<file path="src/rtl/prbs_burst_ctrl.sv">
// Command-driven PRBS burst generator: one shared LFSR with a selectable polynomial
// streams a fixed number of DATA_W-bit beats over a valid/ready port.
module prbs_burst_ctrl #(
  parameter int DATA_W = 8,
  parameter int LEN_W  = 16
) (
  input  logic              clk,
  input  logic              rst,
  input  logic              cmd_valid,
  output logic              cmd_ready,
  input  logic [1:0]        cmd_mode,
  input  logic [30:0]       cmd_seed,
  input  logic [LEN_W-1:0]  cmd_len,
  input  logic              abort,
  output logic              out_valid,
  input  logic              out_ready,
  output logic [DATA_W-1:0] out_data,
  output logic              out_last,
  output logic              busy,
  output logic              done,
  output logic              aborted
);

  localparam logic [1:0] ST_IDLE = 2'd0;
  localparam logic [1:0] ST_RUN  = 2'd1;
  localparam logic [1:0] ST_DONE = 2'd2;

  function automatic logic [30:0] len_mask(input logic [1:0] mode);
    case (mode)
      2'd0:    len_mask = 31'h0000_007F;
      2'd1:    len_mask = 31'h0000_7FFF;
      2'd2:    len_mask = 31'h007F_FFFF;
      default: len_mask = 31'h7FFF_FFFF;
    endcase
  endfunction

  function automatic logic step_bit(input logic [1:0] mode, input logic [30:0] s);
    case (mode)
      2'd0:    step_bit = s[6]  ^ s[5];
      2'd1:    step_bit = s[14] ^ s[13];
      2'd2:    step_bit = s[22] ^ s[17];
      default: step_bit = s[30] ^ s[27];
    endcase
  endfunction

  // An all-zero register would never leave zero, so substitute all-ones.
  function automatic logic [30:0] seed_init(input logic [1:0] mode, input logic [30:0] seed);
    logic [30:0] m;
    m = seed & len_mask(mode);
    seed_init = (m == 31'd0) ? len_mask(mode) : m;
  endfunction

  // Returns {beat data, LFSR state after DATA_W steps}.
  function automatic logic [DATA_W+30:0] gen_beat(input logic [1:0] mode, input logic [30:0] s);
    logic [30:0]       st;
    logic [DATA_W-1:0] d;
    logic              nb;
    st = s;
    d  = {DATA_W{1'b0}};
    for (int i = 0; i < DATA_W; i++) begin
      nb   = step_bit(mode, st);
      d[i] = nb;
      st   = {st[29:0], nb} & len_mask(mode);
    end
    gen_beat = {d, st};
  endfunction

  logic [1:0]        state_q, state_d;
  logic [30:0]       lfsr_q, lfsr_d;
  logic [DATA_W-1:0] data_q, data_d;
  logic              last_q, last_d;
  logic              valid_q, valid_d;
  logic [LEN_W-1:0]  cnt_q, cnt_d;
  logic [1:0]        mode_q, mode_d;
  logic              aborted_q, aborted_d;
  logic              fire_s;
  logic [DATA_W-1:0] beat_data_s;
  logic [30:0]       beat_lfsr_s;

  assign fire_s = valid_q & out_ready;

  always_comb begin
    beat_data_s = {DATA_W{1'b0}};
    beat_lfsr_s = 31'd0;
    if (state_q == ST_IDLE) begin
      {beat_data_s, beat_lfsr_s} = gen_beat(cmd_mode, seed_init(cmd_mode, cmd_seed));
    end else begin
      {beat_data_s, beat_lfsr_s} = gen_beat(mode_q, lfsr_q);
    end
  end

  always_ff @(posedge clk) begin
    if (rst) begin
      state_q   <= ST_IDLE;
      lfsr_q    <= 31'd0;
      data_q    <= {DATA_W{1'b0}};
      last_q    <= 1'b0;
      valid_q   <= 1'b0;
      cnt_q     <= {LEN_W{1'b0}};
      mode_q    <= 2'd0;
      aborted_q <= 1'b0;
    end else begin
      state_q   <= state_d;
      lfsr_q    <= lfsr_d;
      data_q    <= data_d;
      last_q    <= last_d;
      valid_q   <= valid_d;
      cnt_q     <= cnt_d;
      mode_q    <= mode_d;
      aborted_q <= aborted_d;
    end
  end

  always_comb begin
    state_d = state_q;
    case (state_q)
      ST_IDLE: begin
        if (cmd_valid) begin
          state_d = (cmd_len == {LEN_W{1'b0}}) ? ST_DONE : ST_RUN;
        end else begin
          state_d = ST_IDLE;
        end
      end
      ST_RUN: begin
        if ((fire_s && last_q) || abort) begin
          state_d = ST_DONE;
        end else begin
          state_d = ST_RUN;
        end
      end
      ST_DONE: state_d = ST_IDLE;
      default: state_d = ST_IDLE;
    endcase
  end

  // cnt_q holds the beats still to come after the one presented on out_data.
  always_comb begin
    lfsr_d    = lfsr_q;
    data_d    = data_q;
    last_d    = last_q;
    valid_d   = valid_q;
    cnt_d     = cnt_q;
    mode_d    = mode_q;
    aborted_d = aborted_q;
    case (state_q)
      ST_IDLE: begin
        aborted_d = 1'b0;
        if (cmd_valid && (cmd_len != {LEN_W{1'b0}})) begin
          mode_d  = cmd_mode;
          lfsr_d  = beat_lfsr_s;
          data_d  = beat_data_s;
          valid_d = 1'b1;
          last_d  = (cmd_len == {{(LEN_W-1){1'b0}}, 1'b1});
          cnt_d   = cmd_len - {{(LEN_W-1){1'b0}}, 1'b1};
        end else begin
          valid_d = 1'b0;
          last_d  = 1'b0;
        end
      end
      ST_RUN: begin
        if (fire_s && last_q) begin
          valid_d   = 1'b0;
          last_d    = 1'b0;
          aborted_d = 1'b0;
        end else if (abort) begin
          valid_d   = 1'b0;
          last_d    = 1'b0;
          aborted_d = 1'b1;
        end else if (fire_s) begin
          lfsr_d = beat_lfsr_s;
          data_d = beat_data_s;
          last_d = (cnt_q == {{(LEN_W-1){1'b0}}, 1'b1});
          cnt_d  = (cnt_q != {LEN_W{1'b0}}) ? (cnt_q - {{(LEN_W-1){1'b0}}, 1'b1}) : cnt_q;
        end else begin
          valid_d = valid_q;
        end
      end
      ST_DONE: aborted_d = 1'b0;
      default: aborted_d = 1'b0;
    endcase
  end

  always_comb begin
    cmd_ready = 1'b0;
    busy      = 1'b0;
    done      = 1'b0;
    case (state_q)
      ST_IDLE: cmd_ready = 1'b1;
      ST_RUN:  busy      = 1'b1;
      ST_DONE: begin
        busy = 1'b1;
        done = 1'b1;
      end
      default: cmd_ready = 1'b0;
    endcase
  end

  assign out_valid = valid_q;
  assign out_data  = data_q;
  assign out_last  = last_q;
  assign aborted   = aborted_q;

endmodule
</file>
<file path="config.mk">
export PLATFORM = sky130hd
export DESIGN_NAME = prbs_burst_ctrl
export DESIGN_NICKNAME = d
export VERILOG_FILES = /design/src/rtl/prbs_burst_ctrl.sv
export SDC_FILE = /design/constraint.sdc
export NUM_CORES = 1
export LEC_CHECK = 0
export ABC_AREA = 1
export CAP_MARGIN = 0
export CORE_UTILIZATION = 55
export DETAILED_ROUTE_END_ITERATION = 10
export DONT_BUFFER_PORTS = 1
export GPL_ROUTABILITY_DRIVEN = 0
export GPL_TIMING_DRIVEN = 0
export PLACE_DENSITY = 0.7
export SLEW_MARGIN = 20
export SYNTH_ARGS = -nofsm -noshare
export SYNTH_HDL_FRONTEND = slang
export SYNTH_SLANG_ARGS = --single-unit
export TNS_END_PERCENT = 10
</file>
<file path="constraint.sdc">
create_clock -name clk -period 2.4 [get_ports clk]
set_input_delay 0.12 -clock clk [delete_from_list [all_inputs] [get_ports clk]]
set_output_delay 0.12 -clock clk [all_outputs]
set_load 0.02 [all_outputs]
</file>
**Yosys cells after proc, flatten, opt, wreduce, memory -nomap -nowiden**

Cells that the tools add are included.

- Add/subtract/negate cells: 2
- Eq/ne operators: 15
- Muxes and demuxes: 71
- Bitwise gates (word level): 83
- Reduce and logical (&&, ||, !) cells: 18

Operators by type and width:

| kind | count |
|---|---|
| $and A31 B31 Y31 | 17 |
| $mux W31 | 8 |
| $pmux W31 S3 | 2 |
| $mux W16 | 5 |
| $xor A1 B1 Y1 | 64 |
| $pmux W31 S2 | 1 |
| $pmux W1 S3 | 16 |
| $mux W8 | 5 |
| $eq A16 B1 Y1 const B | 2 |
| $pmux W16 S2 | 1 |
| $reduce_bool A16 Y1 | 2 |
| $sub A16 B1 Y16 const B | 2 |
| $logic_not A31 Y1 | 1 |
| $mux W1 | 26 |
| $logic_not A16 Y1 | 1 |
| $pmux W8 S2 | 1 |
| $ne A2 B2 Y1 const B | 4 |
| $eq A2 B1 Y1 const B | 3 |
| $eq A2 B2 Y1 const B | 3 |
| $logic_not A2 Y1 | 3 |
| $mux W2 | 3 |
| $reduce_and A2 Y1 | 3 |
| $reduce_and A6 Y1 | 1 |
| $reduce_and A5 Y1 | 1 |
| other kinds (12) | 14 |

- Flip-flop bits (word level): 62
- Input bits: 54
- Output and inout port bits: 14

**Longest topological paths before layout**

- Word-level depth: 43
- Mapped depth: 18
- Gate-level depth less buffers: 17

**Worst setup path after synthesis**

OpenSTA, ideal clock, no wires.

- Path kind: register to register
- Start: register state_q[0]
- End: register data_q[0] (netlist: out_data[0])
- Setup time: 0.071 ns
- Arrival: 2.087 ns
- Data required time: 2.329 ns
- Slack: 0.242 ns
- Cell stages (with the launch flop): 13
- Path buffers: 3
- Period minus slack after synthesis: 2.158 ns
- Cell sequence: dfxtp_1 > inv_1 > ha_1 > buf_2 > clkinv_1 > nand2_1 > and3_1 > nand2_1 > buf_4 > inv_2 > clkbuf_1 > o21ai_1 > a21oi_1

- Longest elaborated chain between the ends: 6
- Elaborated cells on any way between the ends: 14
- Classes of those cells: eq/ne (5); mux (6); reduce/logical (3)

RTL lines:

| element | line | text |
|---|---|---|
| from (decl) | 68 | `logic [1:0] state_q, state_d;` |
| from (signal assigned) | 103 | `state_q <= state_d;` |
| $logic_not A2 Y1 | 85, 145 |  |
| $mux W8 | 85 | `if (state_q == ST_IDLE) begin` |
| $mux W8 | 169 | `end else if (fire_s) begin` |
| $mux W8 | 165 | `end else if (abort) begin` |
| $mux W8 | 161 | `if (fire_s && last_q) begin` |
| $pmux W8 S2 | 145 | `case (state_q)` |
| to (signal assigned) | 96 | `data_q <= {DATA_W{1'b0}};` |
| to (signal assigned) | 105 | `data_q <= data_d;` |
| to (decl) | 70 | `logic [DATA_W-1:0] data_q, data_d;` |

Several ways; a longest one is shown, not always the timed one. The select of a mux whose other input is x is not followed.
A chain may end at the register's enable or synchronous reset.

**Worst setup path in the final report**

- Start: register cnt_q[0]
- End: register cnt_q[3]

- Longest elaborated chain between the ends: 6
- Elaborated cells on any way between the ends: 9
- Classes of those cells: add/sub (1); eq/ne (1); mux (5); reduce/logical (2)

RTL lines:

| element | line | text |
|---|---|---|
| from (decl) | 73 | `logic [LEN_W-1:0] cnt_q, cnt_d;` |
| from (signal assigned) | 99 | `cnt_q <= {LEN_W{1'b0}};` |
| from (signal assigned) | 108 | `cnt_q <= cnt_d;` |
| $sub A16 B1 Y16 | 173 | `cnt_d = (cnt_q != {LEN_W{1'b0}}) ? (cnt_q - {{(LEN_W-1){1'b0}}, 1'b1}) : cnt_q;` |
| $mux W16 | 173 |  |
| $mux W16 | 169 |  |
| $mux W16 | 165 |  |
| $mux W16 | 161 |  |
| $pmux W16 S2 | 145 |  |

Several ways; a longest one is shown, not always the timed one. The select of a mux whose other input is x is not followed.

==> impl_metrics.env <==
export IMPL_outcome="finished, final reports clean"
export IMPL_drive_gt1_share_pct=8.97
export IMPL_die_h_um=93.2
export IMPL_drt_iter0_markers=478
export IMPL_topRoutingLayerUsed="met4"
export IMPL_cts_htree_levels=2
export IMPL_place_detailed_hpwl_um=11200
export IMPL_hp_start="cmd_mode[0]"
export IMPL_crit_path_end_kind="flop"
export IMPL_synth_compound_gate_area_share_pct=29.9
export IMPL_r2r_slack_ns=0.19
export IMPL_period_share_pct=92.1
export IMPL_cpMostUsedCell="nor2_1"
export IMPL_crit_fanout=10
export IMPL_worstHoldEndpoint="mode_q[0]"
export IMPL_synth_top_family_by_area="compound AO/OA/AOI/OAI gates"
export IMPL_grt_usage_pct=34.3
export IMPL_r2r_end="cnt_q[3]"
export IMPL_num_antenna_cells=0
export IMPL_rsz0062_at_grt="false"
export IMPL_crit_arrival_ns=2.43
export IMPL_p_per_area_nw_per_um2=565
export IMPL_yosysTopAreaCellShare_pct=24.1
export IMPL_ir_drop_uv=234
export IMPL_slowest_delay_ns=0.34
export IMPL_timing_rr_start="cnt_q[0]"
export IMPL_dieArea_sq_um=8680
export IMPL_period_minus_slack_ns=2.21
export IMPL_ys_dominant_reg_cell="dfxtp_1"
export IMPL_clock_sinks=55
export IMPL_syn_area_sq_um=4570
export IMPL_wl_per_cell_um=16.9
export IMPL_startpoint_type="flop"
export IMPL_dp_cells=838
export IMPL_final_common_cell="nand2_1"
export IMPL_core_sq_um=7890
export IMPL_clk_pin_slew_ns=0.10
export IMPL_worstSetupPathDepth=11
export IMPL_start_util_pct=57.9
export IMPL_drv_slew=0
export IMPL_fin_cells=849
export IMPL_cts_tree="yes"
export IMPL_grt_antenna_before_repair=0
export IMPL_firstDrtPassIters=5
export IMPL_synth_simple_gate_area_share_pct=28.9
export IMPL_synthArstFlopShare_pct=0
export IMPL_met2_length_um=6110
export IMPL_setup_violations=0
export IMPL_fmax_mhz=452
export IMPL_ys_seq_area_share_pct=24.1
export IMPL_die_x_um=93.2
export IMPL_synth_fp_nets=797
export IMPL_synth_warnings=0
export IMPL_rows=32
export IMPL_grt_pass1_wl_um=23400
export IMPL_wl_met1_um=6630
export IMPL_grt_pass1_vias=4769
export IMPL_grt_start_max_net_pins=18
export IMPL_worst_pin_slew_ns=1.01
export IMPL_drtAntennaViolNets=0
export IMPL_ys_top_cells_by_area="dfxtp_1 (24%), nand2_1 (13%), a21oi_1 (10%)"
export IMPL_clockBufferDepth=2
export IMPL_syn2layout_area_growth_pct=6.41
export IMPL_clock_latency_ns=0.32
export IMPL_crit_buf_inv=4
export IMPL_synth_area_leader_cell="dfxtp_1"
export IMPL_critPathKind="flop to flop"
export IMPL_drc=0
export IMPL_fin_nets=807
export IMPL_synth_xor_area_share_pct=4.60
export IMPL_cp_required_ns=2.62
export IMPL_numPortBuffers=0
export IMPL_path_cells="inv_1 > ha_1 > nand2_1 > nor2_1 > inv_1 > nor3_1 > nor2_1 > clkbuf_2 > buf_4 > o21ai_0 > nor2_1"
export IMPL_syn_avg_cell_area_sq_um=6.21
export IMPL_synth_seq_cells=55
export IMPL_drv_cap=0
export IMPL_synth_cell_type_count=46
export IMPL_netlist_instances=736
export IMPL_cts_buffers=5
export IMPL_synth_adder_area_share_pct=1.92
export IMPL_ioPinCount=68
export IMPL_whs_path_depth=2
export IMPL_grt_overflow_total=0
export IMPL_final_cell_mix="nand2_1 (159), a21oi_1 (92), o21ai_0 (85), inv_1 (69), nor2_1 (66)"
export IMPL_fillers=819
export IMPL_path_delay_family="simple AND/OR/NAND/NOR gates"
export IMPL_finalHoldViolations=0
export IMPL_tns_ns=0
export IMPL_routed_wl_um=14300
export IMPL_via_per_inst=6.16
export IMPL_synthMuxAreaShare_pct=0
export IMPL_fin_skew_ns=0.0156
export IMPL_slew_headroom_pct=32.4
export IMPL_hp_class="input port to flop"
export IMPL_crit_slowest_cell="dfxtp_1"
export IMPL_leakagePower_nw=2.05
export IMPL_routed_wl_met3_um=1170
export IMPL_r2r_cells=11
export IMPL_clockRootBuffer="clkbuf_8"
export IMPL_vias=5226
export IMPL_synth_edff_count=0
==> cell families after synthesis <==
family	after synthesis
and+or+nand+nor	299
DFF	55
xor gates and xnor gates	24
AOI/OAI and AO/OA	240
buffers and inverters	111
adders and majority gates	7
==> routing by layer <==
layer / track usage, % / vias up
met5: 0 / -
met4: 13.6 / 0
met3: 4.80 / 35
met2: 50.4 / 265
met1: 50.0 / 2404
li1: - / 2522
==> power by group <==
part,switching (mW),total [mW],internal (mW)
logic,0.655,1.02,0.362
clock network,0.317,0.554,0.236
registers,0.151,1.18,1.03
total,1.12,2.75,1.63
==> metrics by stage <==
stage | setup WS, ns | utilization [%] | power, mW | instance area [sq um] | hold slack (ns)
4_1_cts | 0.0170 | 61.4 | 2.71 | 4840 | 0.000214
2_1_floorplan | 0.242 | - | 1.91 | 4570 | 0.278
3_3_place_gp | -0.394 | 59.6 | 2.14 | 4700 | 0.297
6_report | 0.189 | 61.7 | 2.75 | 4860 | 0.00971
3_5_place_dp | -0.428 | 59.6 | 2.16 | 4700 | 0.298
5_1_grt | 0.00317 | 61.7 | 2.92 | 4860 | 0.00506
==> cells in the mapped netlist, types with 4 or more instances <==
master and count:
nor2_1 66, nand3b_1 4, nand4_1 13, buf_2 7, nand3_1 26, dfxtp_1 55
a32oi_1 7, a21oi_2 5, nand2_1 159, a211oi_1 5, nor4_1 4, xor2_1 10
inv_2 4, nor3_1 7, o2111ai_1 4, a221oi_1 4, o21ai_1 6, inv_1 70
ha_1 7, buf_4 8, xnor2_1 14, o21ai_0 86, clkbuf_1 16, or2_2 7
o211ai_1 7, a21oi_1 92, a31oi_1 13
==> area by class of cell <==
type	instances	area, sq um	share of cell area, %
multi-input combinational	570	3000	61.8
sequential	55	1100	22.6
inverter	77	294	6.05
buffer	34	208	4.27
tap	102	128	2.62
clock buffer	6	82.6	1.70
timing repair buffer	3	30.0	0.617
clock inverter	2	16.3	0.334
==> repair_timing <==
action,in CTS,in global routing
cloned,0,0
setup buffers,0,0
hold buffers,3,0
gates resized for setup,8,9
endpoints found under the hold margin,3,0
setup endpoints to repair,45,45
==> worst max-delay path by stage <==
stage,startpoint,to,slack [ns]
final,cnt_q[0],cnt_q[3],0.19
after global routing,cnt_q[0],cnt_q[4],0.003
after CTS,state_q[0],cnt_q[7],0.02
after detailed placement,state_q[0],cnt_q[7],-0.43
after global placement,state_q[0],out_data[0],-0.39
after floorplan,state_q[0],out_data[0],0.24
==> registers in the layout, summed over array words and instances, names as in the netlist <==
| signal | flops |
|---|---|
| cnt_q | 16 |
| mode_q | 2 |
| out_valid | 1 |
| out_data | 1 |
| lfsr_q | 31 |
| aborted | 1 |
| state_q | 2 |
| out_last | 1 |
No activity file was read; power rests on OpenSTA's default activity.
